<file path="src/rtl/lstm_job_ctrl.sv">
// lstm_job_ctrl
// Sequencing controller in front of the 64-neuron LSTM.
//   job_*      : valid/ready job handshake carrying the Xin address range
//   bias_*     : valid/ready bias stream, forwarded one cycle later on
//                lstm_wren_a / lstm_wdata_b
//   lstm_start / lstm_*_addr : one-cycle start pulse plus the latched range
//   ht_valid / cycle_complete / lstm_done : run progress from the LSTM
//   lstm_reset : two-cycle datapath clear after each executed job
//   busy, job_done, err_*, ht_total : status, err_* and ht_total hold
//                until the next job is accepted
// Outputs other than the handshake readies are registered. They are
// computed from the next state, so each output lines up with the state
// it belongs to (job_done is high exactly while the FSM sits in REPORT).
module lstm_job_ctrl #(
    parameter int DATA_WIDTH   = 16,
    parameter int ADDR_WIDTH   = 7,
    parameter int NUM_BIAS     = 256,
    parameter int HT_PER_CYCLE = 64,
    parameter int TIMEOUT      = 1048575
) (
    input  logic                  clk,
    input  logic                  reset,
    input  logic                  job_valid,
    output logic                  job_ready,
    input  logic [ADDR_WIDTH-1:0] job_start_addr,
    input  logic [ADDR_WIDTH-1:0] job_end_addr,
    input  logic                  bias_valid,
    output logic                  bias_ready,
    input  logic [DATA_WIDTH-1:0] bias_data,
    output logic                  lstm_start,
    output logic [ADDR_WIDTH-1:0] lstm_start_addr,
    output logic [ADDR_WIDTH-1:0] lstm_end_addr,
    output logic                  lstm_wren_a,
    output logic [DATA_WIDTH-1:0] lstm_wdata_b,
    output logic                  lstm_reset,
    input  logic                  ht_valid,
    input  logic                  cycle_complete,
    input  logic                  lstm_done,
    output logic                  busy,
    output logic                  job_done,
    output logic                  err_range,
    output logic                  err_count,
    output logic                  err_timeout,
    output logic [15:0]           ht_total
);

    localparam int BCW = (NUM_BIAS > 1) ? $clog2(NUM_BIAS) : 1;
    localparam int TW  = $clog2(TIMEOUT + 1);
    localparam int EW  = ADDR_WIDTH + 1;

    typedef enum logic [2:0] {
        S_IDLE, S_LOAD, S_START, S_RUN, S_REPORT, S_CLEAR
    } state_e;

    state_e                state_q, state_d;
    logic [ADDR_WIDTH-1:0] start_addr_q, start_addr_d;
    logic [ADDR_WIDTH-1:0] end_addr_q, end_addr_d;
    logic [BCW-1:0]        bias_cnt_q, bias_cnt_d;
    logic [15:0]           beat_cnt_q, beat_cnt_d;
    logic [15:0]           cyc_cnt_q, cyc_cnt_d;
    logic [15:0]           ht_total_q, ht_total_d;
    logic [TW-1:0]         tmo_cnt_q, tmo_cnt_d;
    logic                  clr_cnt_q, clr_cnt_d;
    logic                  err_range_q, err_range_d;
    logic                  err_count_q, err_count_d;
    logic                  err_timeout_q, err_timeout_d;
    logic                  done_prev_q, done_prev_d;
    logic                  wren_q, wren_d;
    logic [DATA_WIDTH-1:0] wdata_q, wdata_d;
    logic                  lstm_start_q, lstm_start_d;
    logic                  job_done_q, job_done_d;
    logic                  lstm_reset_q, lstm_reset_d;
    logic                  busy_q, busy_d;

    // Counts including this cycle's beat / pulse; all saturate at 16 bits.
    logic [15:0]   beat_eff, cyc_eff;
    logic [EW-1:0] exp_cyc;
    logic          done_rise;

    assign beat_eff  = (ht_valid && beat_cnt_q != 16'hFFFF) ? beat_cnt_q + 16'd1 : beat_cnt_q;
    assign cyc_eff   = (cycle_complete && cyc_cnt_q != 16'hFFFF) ? cyc_cnt_q + 16'd1 : cyc_cnt_q;
    // One extra bit so a full 0..127 range yields 128 instead of wrapping.
    assign exp_cyc   = {1'b0, end_addr_q} - {1'b0, start_addr_q} + EW'(1);
    assign done_rise = lstm_done && !done_prev_q;

    // A Done still held from the previous job keeps new jobs out.
    assign job_ready  = (state_q == S_IDLE) && !lstm_done;
    assign bias_ready = (state_q == S_LOAD);

    always_comb begin
        state_d       = state_q;
        start_addr_d  = start_addr_q;
        end_addr_d    = end_addr_q;
        bias_cnt_d    = bias_cnt_q;
        beat_cnt_d    = beat_cnt_q;
        cyc_cnt_d     = cyc_cnt_q;
        ht_total_d    = ht_total_q;
        tmo_cnt_d     = tmo_cnt_q;
        clr_cnt_d     = clr_cnt_q;
        err_range_d   = err_range_q;
        err_count_d   = err_count_q;
        err_timeout_d = err_timeout_q;
        done_prev_d   = lstm_done;
        wren_d        = 1'b0;
        wdata_d       = wdata_q;

        case (state_q)
            S_IDLE: begin
                if (job_valid && job_ready) begin
                    start_addr_d  = job_start_addr;
                    end_addr_d    = job_end_addr;
                    bias_cnt_d    = '0;
                    beat_cnt_d    = '0;
                    cyc_cnt_d     = '0;
                    ht_total_d    = '0;
                    err_count_d   = 1'b0;
                    err_timeout_d = 1'b0;
                    err_range_d   = (job_end_addr < job_start_addr);
                    state_d       = (job_end_addr < job_start_addr) ? S_REPORT : S_LOAD;
                end
            end
            S_LOAD: begin
                if (bias_valid) begin
                    wren_d  = 1'b1;
                    wdata_d = bias_data;
                    if (bias_cnt_q == BCW'(NUM_BIAS - 1)) begin
                        state_d = S_START;
                    end else begin
                        bias_cnt_d = bias_cnt_q + BCW'(1);
                    end
                end
            end
            S_START: begin
                tmo_cnt_d = '0;
                state_d   = S_RUN;
            end
            S_RUN: begin
                if (ht_valid && ht_total_q != 16'hFFFF) begin
                    ht_total_d = ht_total_q + 16'd1;
                end
                beat_cnt_d = beat_eff;
                if (cycle_complete) begin
                    if (beat_eff != 16'(HT_PER_CYCLE)) begin
                        err_count_d = 1'b1;
                    end
                    beat_cnt_d = '0;
                    cyc_cnt_d  = cyc_eff;
                end
                // Done wins over a timeout landing on the same cycle.
                if (done_rise) begin
                    if (cyc_eff != 16'(exp_cyc) || beat_cnt_d != 16'd0) begin
                        err_count_d = 1'b1;
                    end
                    state_d = S_REPORT;
                end else if (tmo_cnt_q == TW'(TIMEOUT)) begin
                    err_timeout_d = 1'b1;
                    state_d       = S_REPORT;
                end else begin
                    tmo_cnt_d = tmo_cnt_q + TW'(1);
                end
            end
            S_REPORT: begin
                // A range error never touched the LSTM, so nothing to clear.
                clr_cnt_d = 1'b0;
                state_d   = err_range_q ? S_IDLE : S_CLEAR;
            end
            S_CLEAR: begin
                if (clr_cnt_q) begin
                    state_d = S_IDLE;
                end else begin
                    clr_cnt_d = 1'b1;
                end
            end
            default: state_d = S_IDLE;
        endcase

        lstm_start_d = (state_d == S_START);
        job_done_d   = (state_d == S_REPORT);
        lstm_reset_d = (state_d == S_CLEAR);
        busy_d       = (state_d != S_IDLE);
    end

    always_ff @(posedge clk) begin
        if (reset) begin
            state_q       <= S_IDLE;
            start_addr_q  <= '0;
            end_addr_q    <= '0;
            bias_cnt_q    <= '0;
            beat_cnt_q    <= '0;
            cyc_cnt_q     <= '0;
            ht_total_q    <= '0;
            tmo_cnt_q     <= '0;
            clr_cnt_q     <= 1'b0;
            err_range_q   <= 1'b0;
            err_count_q   <= 1'b0;
            err_timeout_q <= 1'b0;
            done_prev_q   <= 1'b0;
            wren_q        <= 1'b0;
            wdata_q       <= '0;
            lstm_start_q  <= 1'b0;
            job_done_q    <= 1'b0;
            lstm_reset_q  <= 1'b0;
            busy_q        <= 1'b0;
        end else begin
            state_q       <= state_d;
            start_addr_q  <= start_addr_d;
            end_addr_q    <= end_addr_d;
            bias_cnt_q    <= bias_cnt_d;
            beat_cnt_q    <= beat_cnt_d;
            cyc_cnt_q     <= cyc_cnt_d;
            ht_total_q    <= ht_total_d;
            tmo_cnt_q     <= tmo_cnt_d;
            clr_cnt_q     <= clr_cnt_d;
            err_range_q   <= err_range_d;
            err_count_q   <= err_count_d;
            err_timeout_q <= err_timeout_d;
            done_prev_q   <= done_prev_d;
            wren_q        <= wren_d;
            wdata_q       <= wdata_d;
            lstm_start_q  <= lstm_start_d;
            job_done_q    <= job_done_d;
            lstm_reset_q  <= lstm_reset_d;
            busy_q        <= busy_d;
        end
    end

    assign lstm_start      = lstm_start_q;
    assign lstm_start_addr = start_addr_q;
    assign lstm_end_addr   = end_addr_q;
    assign lstm_wren_a     = wren_q;
    assign lstm_wdata_b    = wdata_q;
    assign lstm_reset      = lstm_reset_q;
    assign busy            = busy_q;
    assign job_done        = job_done_q;
    assign err_range       = err_range_q;
    assign err_count       = err_count_q;
    assign err_timeout     = err_timeout_q;
    assign ht_total        = ht_total_q;

endmodule

</file>
<file path="config.mk">
export PLATFORM = sky130hd
export DESIGN_NAME = lstm_job_ctrl
export DESIGN_NICKNAME = d
export VERILOG_FILES = /design/src/rtl/lstm_job_ctrl.sv
export SDC_FILE = /design/constraint.sdc
export NUM_CORES = 1
export LEC_CHECK = 0
export ABC_AREA = 0
export CELL_PAD_IN_SITES_DETAIL_PLACEMENT = 0
export CELL_PAD_IN_SITES_GLOBAL_PLACEMENT = 1
export CORE_MARGIN = 3
export CORE_UTILIZATION = 35
export DETAILED_ROUTE_END_ITERATION = 6
export PLACE_DENSITY_LB_ADDON = 0.12
export SYNTH_ARGS = -nofsm -noshare
export SYNTH_HDL_FRONTEND = slang
export SYNTH_SLANG_ARGS = --single-unit
</file>
<file path="constraint.sdc">
create_clock -name clk -period 3.7 [get_ports clk]
set_input_delay 0.555 -clock clk [delete_from_list [all_inputs] [get_ports clk]]
set_output_delay 0.555 -clock clk [all_outputs]
set_load 0.02 [all_outputs]
</file>
==> key figures, run 1 <==
Status
  – Status: complete, no violations

Hold path
  – Min-delay worst type: register to register

Logic synthesis
  – Top cell type's share of synthesized area: 36.79%
  – Synth area leader: dfxtp_1
  – Ys flop type: dfxtp_1
  – Mapped Cells: 824
  – Async SR Flop Fraction: 0%
  – Top cells by area, synth: dfxtp_1, nand2_1, a21oi_1
  – Seq/Total Area, Yosys: a little under two fifths
  – Most common library cells after synthesis: nand2_1, dfxtp_1, nor2_1
  – Syn_area_per_cell: 7.858 sq um
  – Count leader, synth: nand2_1
  – Distinct cell type count after synthesis: between 70 and 80
  – Post-synth EDFFs: 0
  – Mapped Area: ~6500 sq um
  – Synth Register Bits: 119
  – Syn. warnings: 0
  – Post-synthesis net count: 886

Global route
  – Largest net degree at the start of global routing: 57
  – First-pass GRT wire length: 28,770 um
  – Total gr overflow: 0
  – Vias in the first global route: around 5,700
  – Antenna violations before repair: 0
  – Total GRT Usage: ~17%

Clock network
  – Post-CTS Hold Fix Bufs: 0
  – Cts repair resizes: 0
  – Clock transition at path regs: about 0.050 ns
  – CTS tree: built
  – Clock tree buffer depth: 2
  – Clock Sinks: about 120
  – Skew-Pair Late Insertion Delay: roughly 0.42 ns
  – Root Buffer: clkbuf_16
  – Inserted Clock Buffers: 17
  – Postcts setup bufs: 0
  – CTS H-tree lvls: 4

Finish
  – Area growth syn-to-layout: 25.53%
  – Finished Cell Area: between 8000 and 9000 sq um
  – Post-Layout Cell Count: 1,137
  – Fraction of layout cells with a size suffix above 1: approximately 6.8%
  – Total Nets Final: between 900 and 1,000
  – Util after Layout: ~45%
  – N_diodes: 0

Power
  – Power Density: approximately 420 nW/um^2
  – IR drop worst, VDD: 0.3214 mV
  – Leak pwr: 2.845 nW
  – Tot Pwr: between 3 and 4 mW

Setup path
  – Most common cell type on the critical path: inv_1
  – Worst Setup Path Type: register to register
  – WP data arrival: around 3.4 ns
  – Element type at the critical path start: register
  – Crit-path slowest cell: a2111oi_0
  – CP max stage delay: approximately 0.4 ns
  – CP Data Required Time: about 4.0 ns
  – CP cell instances: inv_1 -> ha_1 -> inv_1 -> ha_1 -> inv_1 -> fa_1 -> xnor2_1 -> a21oi_1 -> a2111oi_0 -> o221ai_1 -> a21oi_1 -> nand4_1 -> nor3_1 -> a211oi_1
  – Register-to-register setup slack: roughly 0.61 ns
  – CP Max Fanout: 4
  – CP Capture Type: register

Placement
  – DPL Wire Length: 12,480 um
  – Dpl ws: about 0.60 ns
  – Port bufs: 92
  – Cell Count Post-Placement: roughly 1,100
  – Global placement routability congestion: around 0.85
  – Cell Area, Placed: 7522 sq um

Timing
  – RSZ-0062 raised after global routing: no
  – Worst Clk Skew: 0.01707 ns
  – Fmax: between 0.3 and 0.4 GHz
  – Fin worst setup slack: between 0.6 and 0.7 ns
  – Slew Limit Fails: 0
  – Final Hold Viols: 0
  – Setup TNS Final: 0 ns
  – Worst Tran Pin Value: about 0.81 ns
  – Relative slew slack: between 40% and 50%
  – Fin crit share: 83.51%
  – # setup viols final: 0
  – Crit path time final: about 3 ns
  – Fin Hold WS: 0.4515 ns

Die
  – Die extent in x: 142.0 um
  – CORE AREA: around 18,000 sq um
  – Die area: 20,170 sq um
  – FP Rows: 49
  – Die height: about 140 um
  – Starting Density: a little over a third
  – Ports: 93

Detailed routing
  – TritonRoute pass-1 iters: 5
  – DR vias: 6,003
  – Routed wire length: 17,320 um
  – Wire length per cell: 15.24 um
  – # DRC: 0
  – Via-to-Cell Ratio: 5.280
  – 1st-iter DRT viols: approximately 360
  – Routed Antenna Nets: 0

Run
  – Max-cap violations: 0
-- state kept, by name (all words and copies together) (netlist names) --
name             count
beat_cnt_q          16
lstm_start_addr      7
err_timeout          1
tmo_cnt_q           20
lstm_wren_a          1
err_count            1
busy                 1
ht_total            16
lstm_reset           1
err_range            1
lstm_wdata_b        16
lstm_end_addr        7
bias_cnt_q           8
lstm_start           1
state_q              3
job_done             1
clr_cnt_q            1
done_prev_q          1
cyc_cnt_q           16
-- worst max-delay path: cells and delay by family (launching register included) --
| kind | cells | cell delay [ns] |
|---|---|---|
| AOI/OAI and AO/OA | 5 | 0.94 |
| adders and majority gates | 3 | 0.80 |
| buffers and inverters | 3 | 0.16 |
| DFF | 1 | 0.34 |
| and+or+nand+nor | 2 | 0.37 |
| xor gates and xnor gates | 1 | 0.34 |
-- report_power, final --
part	leakage, nW	internal, mW	total [mW]	switching, mW
combinational	1.59	0.189	0.422	0.232
sequential	0.961	1.31	1.33	0.0204
clock	0.291	1.06	1.70	0.636
total	2.84	2.56	3.45	0.889
-- cell type report --
cell class / instances / area, sq um
Fill cell: 1806 / 9958
Clock inverter: 14 / 176.4
Clock buffer: 18 / 429.2
Sequential cell: 119 / 2382
Inverter: 27 / 101.3
Tap cell: 229 / 286.5
Multi-Input combinational cell: 631 / 3784
Timing Repair Buffer: 99 / 968.4
-- cells by family after synthesis --
group	count (synthesis)	share of synthesized area, %
and+or+nand+nor	365	27.73
AOI/OAI and AO/OA	182	17.57
DFF	119	36.79
buffers and inverters	74	4.773
xor gates and xnor gates	49	6.628
adders and majority gates	25	4.947
muxes	10	1.565
-- final timing paths --
path / from / to / cells past startpoint
min reg2reg: lstm_wdata_b[12] / lstm_wdata_b[12] / 2
max: lstm_end_addr[1] / err_count / 14
max reg2reg: lstm_end_addr[1] / err_count / 14
min: lstm_wdata_b[12] / lstm_wdata_b[12] / 2
-- layer usage --
metal | GRT usage (%) | wire length (um)
met4 | 3.939 | 86
met3 | 4.234 | 720
met1 | 23.29 | 8258
met2 | 28.42 | 8258
met5 | 0 | 0
-- cell usage in the layout, fill, tap and decap left out, drive strengths merged, types with 10 or more instances in the layout --
cell type / n
clkdlybuf4s50: 91
o21ai: 35
a311oi: 12
nand3: 25
and2: 10
clkbuf: 18
inv: 29
a21oi: 81
nand4: 19
and3: 14
nor2: 98
or3: 14
a22oi: 10
xnor2: 20
nor3: 15
xor2: 29
ha: 24
nand2: 130
dfxtp: 119
No activity file was read; power rests on OpenSTA's default activity.
==> inputs of run 2 (changes only) <==
- clock period: 3.7 -> 3.2 ns (I/O delays scaled with it)
==> run 2 against run 1 <==
  * Clock power rose by 24%
  * Register-to-register slack got worse by 0.33 ns
  * Largest cell class unchanged
  * Sequential share of layout area fell by 0.39 points
  * Total power rose by 20%
  * First-iteration DRC count fell by 20%
  * Via count rose by 0.82%
  * Die area did not move
  * Wire length rose by 0.50%
  * Worst setup slack got worse by 0.33 ns
  * Clock-buffer cell count did not move
  * Maximum frequency rose by 6.0%
  * Highest routed layer unchanged
==> key figures, run 2 (same netlist as run 1, synthesis figures left out) <==
Status
  – Status: complete, no violations

Setup path
  – CP Capture Type: register
  – Largest delay share family, worst path: adder cells
  – Worst Setup Path Type: register to register
  – FF-to-FF Start: lstm_end_addr[1]
  – Setup crit start: lstm_end_addr[1]
  – Register-to-register setup slack: 0.28 ns (-0.33 ns)
  – WP data arrival: 3.18 ns (-0.17 ns)
  – CP max stage delay: 0.51 ns (+0.11 ns)
  – Crit-path slowest cell: fa_1
  – RR Endpoint: err_count
  – Element type at the critical path start: register
  – Most common cell type on the critical path: inv_1
  – CP cell instances: inv_1 -> ha_1 -> inv_1 -> ha_1 -> inv_1 -> fa_1 -> xor2_1 -> a21oi_1 -> a2111oi_2 -> o221ai_1 -> a21oi_1 -> nand4_1 -> nor3_2 -> a211oi_1
  – Worst r2r path cells: 14 (unchanged)
  – CP Max Fanout: 3 (-1)
  – CP Data Required Time: 3.46 ns (-0.50 ns)
  – Number of buffers and inverters on the critical path: 3 (unchanged)

Clock network
  – Root Buffer: clkbuf_16
  – CTS tree: built
  – Clock Sinks: 119 (unchanged)
  – Clock transition at path regs: 0.06 ns (about the same)
  – Inserted Clock Buffers: 17 (unchanged)
  – Clock tree buffer depth: 2 (unchanged)
  – CTS H-tree lvls: 4 (unchanged)
  – Skew-Pair Late Insertion Delay: 0.41 ns (about the same)
  – Cts repair resizes: 0 (unchanged)
  – Postcts setup bufs: 0 (unchanged)
  – Post-CTS Hold Fix Bufs: 0 (unchanged)

Finish
  – FF+latch area: 2382 sq um (unchanged)
  – Area growth syn-to-layout: 27.23%
  – Total Nets Final: 963 (+0.63%)
  – Finished Cell Area: 8238 sq um (+1.4%)
  – Biggest register: tmo_cnt_q
  – Largest register FFs: 20 (unchanged)
  – Fraction of layout cells with a size suffix above 1: 7.877% (+1.0 points)
  – Most frequent cells in the layout: nand2_1, dfxtp_1, nor2_1
  – # fillers: 1,826 (+1.1%)
  – N_diodes: 0 (unchanged)
  – Commonest non-fill, non-tap cell in the layout: nand2_1
  – Multi-input logic area: 3806 sq um (+0.60%)

Power
  – Sw Share: 24.47% (-1.3 points)
  – Logic pwr share: 12.2% (about the same)
  – Int Power: 3.129 mW (+22%)
  – Psw: 1.014 mW (+14%)
  – IR drop worst, VDD: 0.3620 mV (+13%)
  – Sequential share of power: 37.0% (-1.5 points)
  – Leak pwr: 2.907 nW (+2.2%)
  – Clk pwr share: 50.8% (+1.5 points)
  – Power Density: 503.0 nW/um^2 (+19%)

Die
  – Die height: 142.0 um (unchanged)
  – Die area: 20,170 sq um (unchanged)
  – FP Rows: 49 (unchanged)
  – Die extent in x: 142.0 um (unchanged)
  – Ports: 93 (unchanged)
  – Starting Density: 35.80% (unchanged)
  – CORE AREA: 18,090 sq um (unchanged)

Global route
  – Total GRT Usage: 17.47% (+0.094 points)
  – Total gr overflow: 0 (unchanged)
  – First-pass GRT wire length: 28,820 um (+0.17%)
  – Antenna violations before repair: 0 (unchanged)
  – Vias in the first global route: 5,866 (+2.2%)
  – Largest net degree at the start of global routing: 59 (+3.5%)

Timing
  – # setup viols final: 0 (unchanged)
  – Relative slew slack: 56.84% (+11 points)
  – Setup TNS Final: 0 ns (unchanged)
  – Fin worst setup slack: 0.2843 ns (-0.3259 ns)
  – Worst Clk Skew: 0.008767 ns (-0.008304 ns)
  – Worst Tran Pin Value: 0.6474 ns (-0.1585 ns)
  – Fin Hold WS: 0.4542 ns (+0.002704 ns)
  – Fin crit share: 91.12% (+7.6 points)
  – Slew Limit Fails: 0 (unchanged)
  – Fmax: 0.3430 GHz (+6.0%)
  – Final Hold Viols: 0 (unchanged)
  – Crit path time final: 2.916 ns (-0.1741 ns)

Placement
  – Global placement routability congestion: 0.8149 (-4.1%)
  – DPL Wire Length: 12,810 um (+2.7%)
  – Dpl ws: 0.1289 ns (-0.4683 ns)
  – Port bufs: 92 (unchanged)
  – Cell Area, Placed: 7567 sq um (+0.60%)

Detailed routing
  – TritonRoute pass-1 iters: 5 (unchanged)
  – # DRC: 0 (unchanged)
  – DR vias: 6,052 (+0.82%)
  – Routed Antenna Nets: 0 (unchanged)
  – Routed wire length: 17,410 um (+0.50%)
  – Via-to-Cell Ratio: 5.295 (+0.29%)
  – 1st-iter DRT viols: 284 (-20%)
  – Wire length per cell: 15.23 um (about the same)

Run
  – Max-cap violations: 0 (unchanged)

Hold path
  – Hold path endpoint: lstm_wdata_b[7]
  – Min-delay worst type: register to register
  – Hold Startpoint: lstm_wdata_b[7]
  – Hold path depth: 2 (unchanged)
-- run 2: changes by cell type in the layout (fill, tap and decap cells not counted), sizes merged --
cell,delta
buf,+6
clkinv,-4
bufinv,+2
inv,+2
-- run 2: power by group through the flow --
stage	clock network [mW]	logic [mW]	registers, mW
6_report	2.10	0.504	1.53
5_1_grt	2.23	0.559	1.54
4_1_cts	2.16	0.497	1.53
3_5_place_dp	0	0.493	1.57
3_3_place_gp	0	0.490	1.56
2_1_floorplan	0	0.285	1.59
-- run 2: layout make-up --
type,instances,area share (%)
Multi-Input combinational cell,631,46.20
Sequential cell,119,28.92
Timing Repair Buffer,105,12.30
Clock inverter,14,2.658
Inverter,27,1.230
Tap cell,229,3.478
Clock buffer,18,5.210
-- run 2: tightest hold or removal path: stages, from the launching register on --
cell and delay [ns]:
dfxtp_1 0.31, nand2_1 0.05, a21oi_1 0.05
-- run 2: worst max-delay path by stage --
stage	to	cells after the start
after global placement	err_count	14
after global routing	err_count	14
after CTS	err_count	14
final	err_count	14
after detailed placement	err_count	14
after floorplan	err_count	14
-- run 2: layer usage --
metal  vias up  part of all wire (%)  track usage [%]
met1      2873                    47            23.09
met2       123                    48            28.52
met3        21                   3.4            3.763
li1       3035                     -                -
met5         -                     0                0
met4         0                   1.4            5.606
-- run 2: metrics by stage --
| stage | std cells | utilization [%] | power (mW) |
|---|---|---|---|
| after global routing | 1143 | 45.55 | 4.329 |
| final | 1143 | 45.55 | 4.143 |
| after CTS | 1143 | 45.42 | 4.187 |
| after global placement | 1111 | 41.84 | 2.055 |
| after floorplan | 824 | - | 1.873 |
| after detailed placement | 1111 | 41.84 | 2.059 |
